===== src/rtl/uart_pkg.sv =====
// Shared definitions for the single-clock UART transmitter.
//   uart_state_e : transmitter FSM states (BREAK is only reachable when the
//                  design is built with UART_TX_BREAK_EN defined)
//   PAR_EVEN/ODD : encodings of the PAR_TYP input
//   frame_bits() : number of bit periods in one frame for a given format
package uart_pkg;

    typedef enum logic [2:0] {
        IDLE,
        START,
        DATA,
        PARITY,
        STOP,
        BREAK
    } uart_state_e;

    localparam logic PAR_EVEN = 1'b0;
    localparam logic PAR_ODD  = 1'b1;

    function automatic int unsigned frame_bits(input int unsigned data_width,
                                               input logic        par_en,
                                               input logic        stop2);
        return 32'd2 + data_width + 32'(par_en) + 32'(stop2);
    endfunction

endpackage


===== src/rtl/uart_sync_fifo.sv =====
// Single-clock FIFO buffering words for the UART transmitter.
// Ports:
//   clk, rst_n     : clock, asynchronous active-low reset
//   push, wdata    : write request and word (ignored when full)
//   pop            : read request (ignored when empty); rdata shows the head
//   full, empty    : status flags decoded from the registered count
//   count          : occupied entries, 0..DEPTH
// DEPTH must be a power of two so the pointers wrap naturally.
module uart_sync_fifo #(
    parameter int unsigned WIDTH = 8,
    parameter int unsigned DEPTH = 4
) (
    input  logic                         clk,
    input  logic                         rst_n,
    input  logic                         push,
    input  logic [WIDTH-1:0]             wdata,
    input  logic                         pop,
    output logic [WIDTH-1:0]             rdata,
    output logic                         full,
    output logic                         empty,
    output logic [$clog2(DEPTH+1)-1:0]   count
);

    localparam int unsigned AW    = $clog2(DEPTH);
    localparam int unsigned CNT_W = $clog2(DEPTH + 1);

    logic [WIDTH-1:0] mem_q [DEPTH];
    logic [AW-1:0]    wr_ptr_q, wr_ptr_d;
    logic [AW-1:0]    rd_ptr_q, rd_ptr_d;
    logic [CNT_W-1:0] count_q, count_d;
    logic             push_ok, pop_ok;

    assign full    = (count_q == CNT_W'(DEPTH));
    assign empty   = (count_q == '0);
    // Fullness is judged before any same-edge pop, so a write at full is
    // always rejected.
    assign push_ok = push && !full;
    assign pop_ok  = pop && !empty;
    assign rdata   = mem_q[rd_ptr_q];
    assign count   = count_q;

    always_comb begin
        wr_ptr_d = push_ok ? wr_ptr_q + AW'(1) : wr_ptr_q;
        rd_ptr_d = pop_ok  ? rd_ptr_q + AW'(1) : rd_ptr_q;
        count_d  = count_q;
        case ({push_ok, pop_ok})
            2'b10:   count_d = count_q + CNT_W'(1);
            2'b01:   count_d = count_q - CNT_W'(1);
            default: count_d = count_q;
        endcase
    end

    always_ff @(posedge clk or negedge rst_n) begin
        if (!rst_n) begin
            wr_ptr_q <= '0;
            rd_ptr_q <= '0;
            count_q  <= '0;
        end else begin
            wr_ptr_q <= wr_ptr_d;
            rd_ptr_q <= rd_ptr_d;
            count_q  <= count_d;
        end
    end

    always_ff @(posedge clk) begin
        if (push_ok) begin
            mem_q[wr_ptr_q] <= wdata;
        end
    end

endmodule


===== src/rtl/uart_tx_fifo.sv =====
// UART transmitter with input FIFO and internal baud divider, one clock.
// Ports:
//   CLK, RST            : system clock, asynchronous active-low reset
//   P_DATA, DATA_VALID  : word to send, accepted when DATA_VALID && READY
//   READY               : FIFO not full
//   BAUD_DIV            : bit period is BAUD_DIV+1 clocks
//   PAR_EN, PAR_TYP     : parity enable, 0 = even / 1 = odd
//   STOP2               : two stop bits when 1
//   SEND_BREAK          : hold line low while idle (UART_TX_BREAK_EN only)
//   TX_OUT, BUSY        : serial line (idle high), frame in progress
//   FIFO_COUNT          : occupied FIFO entries
// Build option: define UART_TX_BREAK_EN to add SEND_BREAK and the BREAK state.
// Frame format is captured when a word leaves the FIFO and held to its end.
module uart_tx_fifo
    import uart_pkg::*;
#(
    parameter int unsigned DATA_WIDTH = 8,
    parameter int unsigned FIFO_DEPTH = 4,
    parameter int unsigned DIV_WIDTH  = 16
) (
    input  logic                              CLK,
    input  logic                              RST,
    input  logic [DATA_WIDTH-1:0]             P_DATA,
    input  logic                              DATA_VALID,
    output logic                              READY,
    input  logic [DIV_WIDTH-1:0]              BAUD_DIV,
    input  logic                              PAR_EN,
    input  logic                              PAR_TYP,
    input  logic                              STOP2,
`ifdef UART_TX_BREAK_EN
    input  logic                              SEND_BREAK,
`endif
    output logic                              TX_OUT,
    output logic                              BUSY,
    output logic [$clog2(FIFO_DEPTH+1)-1:0]   FIFO_COUNT
);

    localparam int unsigned BIT_W = $clog2(DATA_WIDTH);

    uart_state_e           state_q, state_d;
    logic [DATA_WIDTH-1:0] shreg_q, shreg_d;
    logic [BIT_W-1:0]      bit_cnt_q, bit_cnt_d;
    logic [DIV_WIDTH-1:0]  baud_cnt_q, baud_cnt_d;
    logic [DIV_WIDTH-1:0]  div_q, div_d;
    logic                  par_en_q, par_en_d;
    logic                  parity_q, parity_d;
    logic                  stop2_q, stop2_d;
    logic                  stop_cnt_q, stop_cnt_d;
    logic                  guard_q, guard_d;
    logic                  tx_q, tx_d;
    logic                  busy_q, busy_d;

    logic                  start_frame;
    logic                  bit_done;
    logic                  fifo_full, fifo_empty;
    logic [DATA_WIDTH-1:0] fifo_rdata;

    uart_sync_fifo #(
        .WIDTH (DATA_WIDTH),
        .DEPTH (FIFO_DEPTH)
    ) u_fifo (
        .clk   (CLK),
        .rst_n (RST),
        .push  (DATA_VALID),
        .wdata (P_DATA),
        .pop   (start_frame),
        .rdata (fifo_rdata),
        .full  (fifo_full),
        .empty (fifo_empty),
        .count (FIFO_COUNT)
    );

    assign bit_done = (baud_cnt_q == '0);

    always_comb begin
        state_d     = state_q;
        shreg_d     = shreg_q;
        bit_cnt_d   = bit_cnt_q;
        baud_cnt_d  = bit_done ? div_q : baud_cnt_q - DIV_WIDTH'(1);
        div_d       = div_q;
        par_en_d    = par_en_q;
        parity_d    = parity_q;
        stop2_d     = stop2_q;
        stop_cnt_d  = stop_cnt_q;
        guard_d     = guard_q;
        tx_d        = tx_q;
        busy_d      = busy_q;
        start_frame = 1'b0;

        case (state_q)
            IDLE: begin
                tx_d       = 1'b1;
                busy_d     = 1'b0;
                baud_cnt_d = baud_cnt_q;
`ifdef UART_TX_BREAK_EN
                if (SEND_BREAK) begin
                    state_d = BREAK;
                    tx_d    = 1'b0;
                    busy_d  = 1'b1;
                    guard_d = 1'b0;
                end else
`endif
                // guard_q holds off the next start for one bit period of
                // high line after a break.
                if (guard_q && !bit_done) begin
                    baud_cnt_d = baud_cnt_q - DIV_WIDTH'(1);
                end else begin
                    guard_d     = 1'b0;
                    start_frame = !fifo_empty;
                end
            end
            START: begin
                if (bit_done) begin
                    state_d   = DATA;
                    tx_d      = shreg_q[0];
                    bit_cnt_d = '0;
                end
            end
            DATA: begin
                if (bit_done) begin
                    if (bit_cnt_q == BIT_W'(DATA_WIDTH - 1)) begin
                        stop_cnt_d = 1'b0;
                        state_d    = par_en_q ? PARITY : STOP;
                        tx_d       = par_en_q ? parity_q : 1'b1;
                    end else begin
                        shreg_d   = shreg_q >> 1;
                        tx_d      = shreg_q[1];
                        bit_cnt_d = bit_cnt_q + BIT_W'(1);
                    end
                end
            end
            PARITY: begin
                if (bit_done) begin
                    state_d    = STOP;
                    tx_d       = 1'b1;
                    stop_cnt_d = 1'b0;
                end
            end
            STOP: begin
                if (bit_done) begin
                    if (stop2_q && !stop_cnt_q) begin
                        stop_cnt_d = 1'b1;
                    end else
`ifdef UART_TX_BREAK_EN
                    if (SEND_BREAK) begin
                        state_d = BREAK;
                        tx_d    = 1'b0;
                        busy_d  = 1'b1;
                    end else
`endif
                    if (!fifo_empty) begin
                        start_frame = 1'b1;
                    end else begin
                        state_d = IDLE;
                        tx_d    = 1'b1;
                        busy_d  = 1'b0;
                    end
                end
            end
`ifdef UART_TX_BREAK_EN
            BREAK: begin
                baud_cnt_d = baud_cnt_q;
                if (!SEND_BREAK) begin
                    state_d    = IDLE;
                    tx_d       = 1'b1;
                    busy_d     = 1'b0;
                    guard_d    = 1'b1;
                    baud_cnt_d = BAUD_DIV;
                end
            end
`endif
            default: begin
                state_d = IDLE;
                tx_d    = 1'b1;
                busy_d  = 1'b0;
            end
        endcase

        // Popping a word also latches the frame format for its duration.
        if (start_frame) begin
            state_d    = START;
            tx_d       = 1'b0;
            busy_d     = 1'b1;
            shreg_d    = fifo_rdata;
            div_d      = BAUD_DIV;
            baud_cnt_d = BAUD_DIV;
            par_en_d   = PAR_EN;
            stop2_d    = STOP2;
            stop_cnt_d = 1'b0;
            parity_d   = (^fifo_rdata) ^ (PAR_TYP == PAR_ODD);
        end
    end

    always_ff @(posedge CLK or negedge RST) begin
        if (!RST) begin
            state_q    <= IDLE;
            shreg_q    <= '0;
            bit_cnt_q  <= '0;
            baud_cnt_q <= '0;
            div_q      <= '0;
            par_en_q   <= 1'b0;
            parity_q   <= 1'b0;
            stop2_q    <= 1'b0;
            stop_cnt_q <= 1'b0;
            guard_q    <= 1'b0;
            tx_q       <= 1'b1;
            busy_q     <= 1'b0;
        end else begin
            state_q    <= state_d;
            shreg_q    <= shreg_d;
            bit_cnt_q  <= bit_cnt_d;
            baud_cnt_q <= baud_cnt_d;
            div_q      <= div_d;
            par_en_q   <= par_en_d;
            parity_q   <= parity_d;
            stop2_q    <= stop2_d;
            stop_cnt_q <= stop_cnt_d;
            guard_q    <= guard_d;
            tx_q       <= tx_d;
            busy_q     <= busy_d;
        end
    end

    assign TX_OUT = tx_q;
    assign BUSY   = busy_q;
    assign READY  = !fifo_full;

endmodule


===== config.mk =====
export PLATFORM = sky130hd
export DESIGN_NAME = uart_tx_fifo
export DESIGN_NICKNAME = d
export VERILOG_FILES = /design/src/rtl/uart_pkg.sv /design/src/rtl/uart_sync_fifo.sv /design/src/rtl/uart_tx_fifo.sv
export SDC_FILE = /design/constraint.sdc
export NUM_CORES = 1
export LEC_CHECK = 0
export CORE_ASPECT_RATIO = 1.75
export CORE_MARGIN = 4
export CORE_UTILIZATION = 32
export CTS_CLUSTER_SIZE = 25
export DETAILED_ROUTE_END_ITERATION = 16
export SLEW_MARGIN = 20
export SYNTH_ARGS = -nofsm -noshare
export SYNTH_HDL_FRONTEND = slang
export SYNTH_SLANG_ARGS = --single-unit

===== constraint.sdc =====
create_clock -name CLK -period 7.4 [get_ports CLK]
set_clock_uncertainty 0.1 [all_clocks]
set_input_delay 1.85 -clock CLK [delete_from_list [all_inputs] [get_ports CLK]]
set_output_delay 1.85 -clock CLK [all_outputs]
set_load 0.01 [all_outputs]

==> results_tabular.tex, run 1 <==
\begin{tabular}{lr}
\hline
Metric & Value \\
\hline
\multicolumn{2}{l}{\textbf{Drt}} \\
First DRT Iteration DRCs & 155 \\
Remaining antenna violation count after routing & 0 \\
Post-DR wirelength/cell & 15.4 um \\
Average via count per standard cell & 5.11 \\
Iteration count of the initial detailed-routing pass & 4 \\
Total via count in the routed design & 3083 \\
Overall routed net length & 9280 um \\
Remaining design rule violation count & 0 \\
\multicolumn{2}{l}{\textbf{Worst setup path}} \\
Critical path type & flop to flop \\
Data arrival time at the worst-slack endpoint & 4.51 ns \\
Peak fanout along the critical path & 33 \\
RR Endpoint & u\_fifo.count[2] \\
Reg-to-reg slack, setup & 3.06 ns \\
Type of destination of the critical path & flop \\
FF-to-FF path depth & 12 \\
Startpoint of the worst register-to-register path & baud\_cnt\_q[0] \\
Critical Path Start Type & flop \\
Required time at the endpoint of the critical path & 7.57 ns \\
\multicolumn{2}{l}{\textbf{Power}} \\
Sum of internal, switching and leakage power & 2190 uW \\
Power dissipated by switching net loads & 802 uW \\
Internal power contribution & 1390 uW \\
Part of the power in combinational logic & 0.394 \\
Switching part of the total power & 0.366 \\
Leakage & 0.00207 uW \\
Sequential fraction of design power & 0.404 \\
Portion of total power attributed to the clock network & 0.202 \\
PD cells & 419 nW/um\^{}2 \\
Max IR drop VDD & 193 uV \\
\multicolumn{2}{l}{\textbf{Synth}} \\
Synthesized flop and latch total & 91 \\
Nets in the synthesized netlist & 433 \\
Sequential fraction of the synthesis area & 0.546 \\
Mapped Avg Cell Area & 11.3 sq um \\
Distinct cells, synth & 60 \\
Warnings from Yosys & 0 \\
Fraction of synthesis flops using an asynchronous set or reset pin & 0.648 \\
Count of flip-flops with a built-in enable after synthesis & 32 \\
Number of instances in the synthesized netlist & 394 \\
Total standard cell area after synthesis & 4460 sq um \\
Dominant register cell in the synthesized netlist & sky130\_fd\_sc\_hd\_\_dfrtp\_1 \\
\multicolumn{2}{l}{\textbf{Die}} \\
Die width & 97.3 um \\
Die Outline Area & 16000 sq um \\
Number of primary I/O pins & 36 \\
Height of the die & 164 um \\
Effective utilization at floorplan & 0.330 \\
Core area & 13500 sq um \\
Number of standard-cell rows in the floorplan & 56 \\
\multicolumn{2}{l}{\textbf{STA}} \\
Final-layout setup total negative slack & 0 ns \\
Setup repair after global routing missed its margin & false \\
Minimum clock period after layout & 4.34 ns \\
Final period utilization & 0.587 \\
Worst setup slack after layout & 3.06 ns \\
Worst hold margin & 0.370 ns \\
Number of slew-limit violations in the final report & 0 \\
Max Freq & 230 MHz \\
Worst-margin pin slew & 1.04 ns \\
Final setup violation count & 0 \\
Remaining max-slew budget at the tightest pin & 0.308 \\
Count of final hold-check violations & 0 \\
\multicolumn{2}{l}{\textbf{Min path}} \\
Hold Path Depth & 2 \\
Worst hold path endpoint & div\_q[1] \\
Hold Crit Class & flop to flop \\
Hold path startpoint & div\_q[1] \\
\multicolumn{2}{l}{\textbf{Cells and area}} \\
Highest-count cells in the layout ignoring fill and taps & sky130\_fd\_sc\_hd\_\_nand2\_1, sky130\_fd\_sc\_hd\_\_dfrtp\_1, sky130\_fd\_sc\_hd\_\_clkdlybuf4s50\_1 \\
Layout-stage area growth over the synthesis result & 17.2\% \\
\# diodes & 0 \\
Total number of nets in the final design & 463 \\
Fraction of final layout cells sized beyond drive strength 1 & 0.121 \\
Commonest non-fill, non-tap cell in the layout & sky130\_fd\_sc\_hd\_\_nand2\_1 \\
\multicolumn{2}{l}{\textbf{Clock tree}} \\
Count of hold buffers inserted by post-cts repair & 0 \\
Cts bufs inserted & 9 \\
Total clock sinks & 91 \\
Clock latency of the later-clocked register in the worst-skew pair & 0.34 ns \\
Clock tree from TritonCTS & built \\
Clock-pin transition on the worst setup and hold timing paths & 0.07 ns \\
Post-CTS Setup Bufs & 0 \\
CTS Root Cell & sky130\_fd\_sc\_hd\_\_clkbuf\_16 \\
CTS H-tree lvls & 3 \\
Post\_cts resized & 0 \\
Number of buffers between clock root and the deepest sink & 2 \\
\multicolumn{2}{l}{\textbf{Run status}} \\
Status & finished, final reports clean \\
\multicolumn{2}{l}{\textbf{GRT}} \\
Initial antenna violation count & 0 \\
Largest net degree at the start of global routing & 60 \\
Number of global-route vias before repair & 3217 \\
First-pass GRT wire length & 15600 um \\
Remaining Overflow, GRT & 0 \\
Total global routing track utilization & 0.122 \\
\multicolumn{2}{l}{\textbf{Placed design}} \\
Routability congestion estimate & 0.806 \\
Number of I/O port buffers & 35 \\
Post-Place Setup Slack & 3.03 ns \\
Detailed placement HPWL & 6740 um \\
\multicolumn{2}{l}{\textbf{Job}} \\
Count of maximum capacitance violations & 0 \\
\hline
\end{tabular}
==> synth_stat cells, types with 5 or more instances <==
library cell,n,area share
sky130_fd_sc_hd__o22ai_1,6,0.0084
sky130_fd_sc_hd__mux2_2,15,0.038
sky130_fd_sc_hd__xnor2_1,12,0.024
sky130_fd_sc_hd__ha_1,8,0.022
sky130_fd_sc_hd__a21oi_1,9,0.010
sky130_fd_sc_hd__o311ai_0,5,0.0098
sky130_fd_sc_hd__dfrtp_1,58,0.33
sky130_fd_sc_hd__nand2b_1,5,0.0070
sky130_fd_sc_hd__xor2_1,5,0.0098
sky130_fd_sc_hd__clkbuf_1,8,0.0067
sky130_fd_sc_hd__nor4_1,6,0.0084
sky130_fd_sc_hd__nor2_1,22,0.019
sky130_fd_sc_hd__o21ai_0,17,0.019
sky130_fd_sc_hd__nor3_1,10,0.011
sky130_fd_sc_hd__mux2i_1,5,0.011
sky130_fd_sc_hd__inv_1,15,0.013
sky130_fd_sc_hd__edfxtp_1,32,0.22
sky130_fd_sc_hd__o31ai_1,6,0.010
sky130_fd_sc_hd__nand2_1,74,0.062
sky130_fd_sc_hd__mux4_2,8,0.040
==> critical path, stage by stage, from the launching register on <==
cell	delay, ns
sky130_fd_sc_hd__dfrtp_1	0.42
sky130_fd_sc_hd__inv_1	0.07
sky130_fd_sc_hd__ha_1	0.22
sky130_fd_sc_hd__or4b_4	0.50
sky130_fd_sc_hd__or4_4	0.58
sky130_fd_sc_hd__o21a_1	0.59
sky130_fd_sc_hd__inv_2	0.66
sky130_fd_sc_hd__ha_1	0.28
sky130_fd_sc_hd__inv_1	0.06
sky130_fd_sc_hd__fa_1	0.37
sky130_fd_sc_hd__xor2_1	0.15
sky130_fd_sc_hd__nor2_1	0.11
sky130_fd_sc_hd__xor2_1	0.15
==> power groups by stage <==
stage	clock [uW]	combinational (uW)	sequential, uW
2_1_floorplan	0	731	822
3_3_place_gp	0	856	887
3_5_place_dp	0	877	895
4_1_cts	453	880	886
5_1_grt	474	974	912
6_report	442	863	883
==> stage by stage <==
stage                     cells  utilization  cell area [sq um]
after floorplan             394            -               4460
after global placement      587        0.365               4930
after detailed placement    587        0.365               4930
after CTS                   603        0.387               5230
after global routing        603        0.387               5230
final                       603        0.387               5230
==> flip-flops by register name, indices dropped and copies added, names as in the netlist, 3 cells and up <==
name / count
bit_cnt_q: 3
u_fifo.mem_q: 32
state_q: 3
baud_cnt_q: 16
div_q: 16
shreg_q: 8
u_fifo.count: 3
==> cells by family (layout without fill, tap and decap cells) <==
| kind of cell | after synthesis | in the layout | synth area share |
|---|---|---|---|
| compound gates | 69 | 69 | 0.109 |
| xor+xnor | 18 | 18 | 0.0384 |
| fa+ha+maj | 9 | 9 | 0.0269 |
| buf+inv | 34 | 69 | 0.0373 |
| flops | 91 | 91 | 0.546 |
| mux | 28 | 28 | 0.0894 |
| simple gates | 145 | 145 | 0.153 |
==> worst max path at each step <==
stage | cells after the start | to | start
after detailed placement | 12 | u_fifo.count[2] | baud_cnt_q[0]
final | 12 | u_fifo.count[2] | baud_cnt_q[0]
after CTS | 12 | u_fifo.count[2] | baud_cnt_q[0]
after floorplan | 15 | u_fifo.count[2] | baud_cnt_q[0]
after global placement | 12 | u_fifo.count[2] | baud_cnt_q[0]
after global routing | 12 | u_fifo.count[2] | baud_cnt_q[0]
==> final cells by class <==
cell class                      count  area (sq um)
Multi-Input combinational cell    269          1860
Tap cell                          174           218
Inverter                           16          60.1
Clock buffer                        9           225
Sequential cell                    91          2440
Timing Repair Buffer               37           360
Fill cell                        1311          8290
Clock inverter                      7          68.8
==> routing by layer <==
layer  up-vias  wire length (um)  track usage
met3        21               359       0.0234
li1       1480                 -            -
met1      1516              3650        0.129
met5         -                 0            0
met4         0               270       0.0624
met2        66              5000        0.229
(Power assumes the default switching activity.)
==> run 2: changes to the inputs <==
==> constraint.sdc (replaced) <==
create_clock -name CLK -period 4.45 [get_ports CLK]
set_clock_uncertainty 0.1 [all_clocks]
set_input_delay 1.1125 -clock CLK [delete_from_list [all_inputs] [get_ports CLK]]
set_output_delay 1.1125 -clock CLK [all_outputs]
set_load 0.01 [all_outputs]
==> run 2 against run 1 <==
Compared with the run above:
- first-iteration DRC count decreased by 19%
- sequential power up 66%
- sequential cell count is the same
- non-clock buffer count is 3 higher
- largest power group is now combinational logic
- critical path type unchanged
- combinational power increased by 71%
- final cell count grew 0.50%
- sequential share of layout area shrank 0.37 points
- critical endpoint unchanged
- global-route usage rose by 0.44 points
==> results_tabular.tex, run 2 (synthesized netlist as in run 1, its figures left out) <==
\begin{tabular}{lr}
\hline
Metric & Value \\
\hline
\multicolumn{2}{l}{\textbf{Worst setup path}} \\
FF-to-FF path depth & 12 \\
Type of destination of the critical path & flop \\
Required time at the endpoint of the critical path & 4.62 ns \\
Startpoint of the worst register-to-register path & baud\_cnt\_q[0] \\
Critical path type & flop to flop \\
Data arrival time at the worst-slack endpoint & 3.71 ns \\
Peak fanout along the critical path & 15 \\
RR Endpoint & u\_fifo.count[2] \\
CP peak stage delay & 0.58 ns \\
Ordered list of cells on the worst path & inv\_1 -> ha\_1 -> or4b\_4 -> or4\_4 -> o21a\_1 -> inv\_2 -> ha\_1 -> inv\_1 -> fa\_1 -> xor2\_1 -> nor2\_1 -> xor2\_1 \\
Critical path launch point & baud\_cnt\_q[0] \\
Slowest CP cell & sky130\_fd\_sc\_hd\_\_or4\_4 \\
Stages on the worst setup path & 12 \\
Buffering stage count on the worst path with inverters included & 3 \\
Largest delay share family, worst path & simple AND/OR/NAND/NOR gates \\
Critical Path Start Type & flop \\
Reg-to-reg slack, setup & 0.91 ns \\
CP endpoint & u\_fifo.count[2] \\
\multicolumn{2}{l}{\textbf{STA}} \\
Final setup violation count & 0 \\
Setup repair after global routing missed its margin & false \\
Final-layout setup total negative slack & 0 ns \\
Minimum clock period after layout & 3.54 ns \\
Worst-margin pin slew & 0.954 ns \\
Remaining max-slew budget at the tightest pin & 0.362 \\
Final period utilization & 0.796 \\
Count of final hold-check violations & 0 \\
Number of slew-limit violations in the final report & 0 \\
Worst setup slack after layout & 0.907 ns \\
Max Freq & 282 MHz \\
\multicolumn{2}{l}{\textbf{Die}} \\
Number of standard-cell rows in the floorplan & 56 \\
Die width & 97.3 um \\
Core area & 13500 sq um \\
Die Outline Area & 16000 sq um \\
Number of primary I/O pins & 36 \\
Height of the die & 164 um \\
Effective utilization at floorplan & 0.330 \\
\multicolumn{2}{l}{\textbf{Clock tree}} \\
CTS Root Cell & sky130\_fd\_sc\_hd\_\_clkbuf\_16 \\
Post-CTS Setup Bufs & 0 \\
Clock tree from TritonCTS & built \\
Clock latency of the later-clocked register in the worst-skew pair & 0.34 ns \\
Cts bufs inserted & 9 \\
Number of buffers between clock root and the deepest sink & 2 \\
Clock-pin transition on the worst setup and hold timing paths & 0.07 ns \\
CTS H-tree lvls & 3 \\
Post\_cts resized & 0 \\
Total clock sinks & 91 \\
Count of hold buffers inserted by post-cts repair & 0 \\
\multicolumn{2}{l}{\textbf{Power}} \\
Leakage & 0.00211 uW \\
PD cells & 712 nW/um\^{}2 \\
Max IR drop VDD & 354 uV \\
\multicolumn{2}{l}{\textbf{Cells and area}} \\
Flip-flop count of the largest register after layout & 32 \\
Layout-stage area growth over the synthesis result & 18.1\% \\
Cell area after layout & 5270 sq um \\
Fraction of final layout cells sized beyond drive strength 1 & 0.127 \\
Commonest non-fill, non-tap cell in the layout & sky130\_fd\_sc\_hd\_\_nand2\_1 \\
Largest regs & u\_fifo.mem\_q (32), baud\_cnt\_q (16), div\_q (16) \\
Highest-count cells in the layout ignoring fill and taps & sky130\_fd\_sc\_hd\_\_nand2\_1, sky130\_fd\_sc\_hd\_\_dfrtp\_1, sky130\_fd\_sc\_hd\_\_clkdlybuf4s50\_1 \\
Final Util & 0.390 \\
Total number of nets in the final design & 466 \\
Register bank with the most flops & u\_fifo.mem\_q \\
\# diodes & 0 \\
\multicolumn{2}{l}{\textbf{Placed design}} \\
Routability congestion estimate & 0.789 \\
Post-Place Setup Slack & 0.929 ns \\
Total placed instance area & 4960 sq um \\
Detailed placement HPWL & 7020 um \\
Number of I/O port buffers & 35 \\
\multicolumn{2}{l}{\textbf{Drt}} \\
Iteration count of the initial detailed-routing pass & 4 \\
Total via count in the routed design & 3060 \\
Average via count per standard cell & 5.05 \\
First DRT Iteration DRCs & 126 \\
Remaining design rule violation count & 0 \\
Remaining antenna violation count after routing & 0 \\
Overall routed net length & 9630 um \\
Post-DR wirelength/cell & 15.9 um \\
\multicolumn{2}{l}{\textbf{GRT}} \\
Met2 Usage GRT & 0.240 \\
Remaining Overflow, GRT & 0 \\
Largest net degree at the start of global routing & 36 \\
Initial antenna violation count & 0 \\
Total global routing track utilization & 0.126 \\
Number of global-route vias before repair & 3308 \\
Met1 GRT Util & 0.134 \\
First-pass GRT wire length & 16000 um \\
GR peak layer & met2 \\
GR met3 Demand/Resource & 0.0268 \\
\multicolumn{2}{l}{\textbf{Job}} \\
Count of maximum capacitance violations & 0 \\
\multicolumn{2}{l}{\textbf{Run status}} \\
Status & finished, final reports clean \\
\multicolumn{2}{l}{\textbf{Min path}} \\
Hold Crit Class & flop to flop \\
Hold Path Depth & 2 \\
\hline
\end{tabular}
run 2: cell count changes in the layout (fill, tap and decap cells not counted), sizes merged:
cell	before	now
buf	3	6
clkinvlp	2	0
bufinv	0	1
inv	20	22
clkinv	1	0
run 2: worst min path at each step:
stage / startpoint / end / slack [ns]
CTS: div_q[1] / div_q[1] / 0.38
global placement: div_q[1] / div_q[1] / 0.36
floorplan: div_q[1] / div_q[1] / 0.33
finish: div_q[1] / div_q[1] / 0.38
global route: div_q[0] / div_q[0] / 0.41
detailed placement: div_q[14] / div_q[14] / 0.37
run 2: worst reg2reg max path: stages, from the launching register on:
cell and delay [ns]:
sky130_fd_sc_hd__dfrtp_1 0.42, sky130_fd_sc_hd__inv_1 0.08, sky130_fd_sc_hd__ha_1 0.23, sky130_fd_sc_hd__or4b_4 0.50, sky130_fd_sc_hd__or4_4 0.58, sky130_fd_sc_hd__o21a_1 0.25
sky130_fd_sc_hd__inv_2 0.22, sky130_fd_sc_hd__ha_1 0.23, sky130_fd_sc_hd__inv_1 0.06, sky130_fd_sc_hd__fa_1 0.38, sky130_fd_sc_hd__xor2_1 0.15, sky130_fd_sc_hd__nor2_1 0.11
sky130_fd_sc_hd__xor2_1 0.15
run 2: final cells by class:
cell class                      instances  area, sq um
Clock buffer                            9          225
Clock inverter                          7         87.6
Fill cell                            1329         8250
Inverter                               16         60.1
Multi-Input combinational cell        269         1860
Sequential cell                        91         2440
Tap cell                              174          218
Timing Repair Buffer                   40          383
run 2: where the power goes:
group | internal, uW | switching, uW | leakage (uW)
logic | 740 | 738 | 0.000940
registers | 1190 | 273 | 0.00101
clock network | 452 | 355 | 0.000155
total | 2390 | 1370 | 0.00211
run 2: metrics by stage:
step	total power (uW)	std cells	hold slack, ns
2_1_floorplan	2580	394	0.333
3_3_place_gp	2930	590	0.355
3_5_place_dp	2990	590	0.368
4_1_cts	3810	606	0.382
5_1_grt	4040	606	0.408
6_report	3750	606	0.376
run 2: routing by layer:
metal,wire length (um),share of wire,up-vias
met1,3840,0.40,1498
met5,0,0,-
met2,5280,0.55,59
li1,-,-,1486
met3,272,0.028,17
met4,242,0.025,0
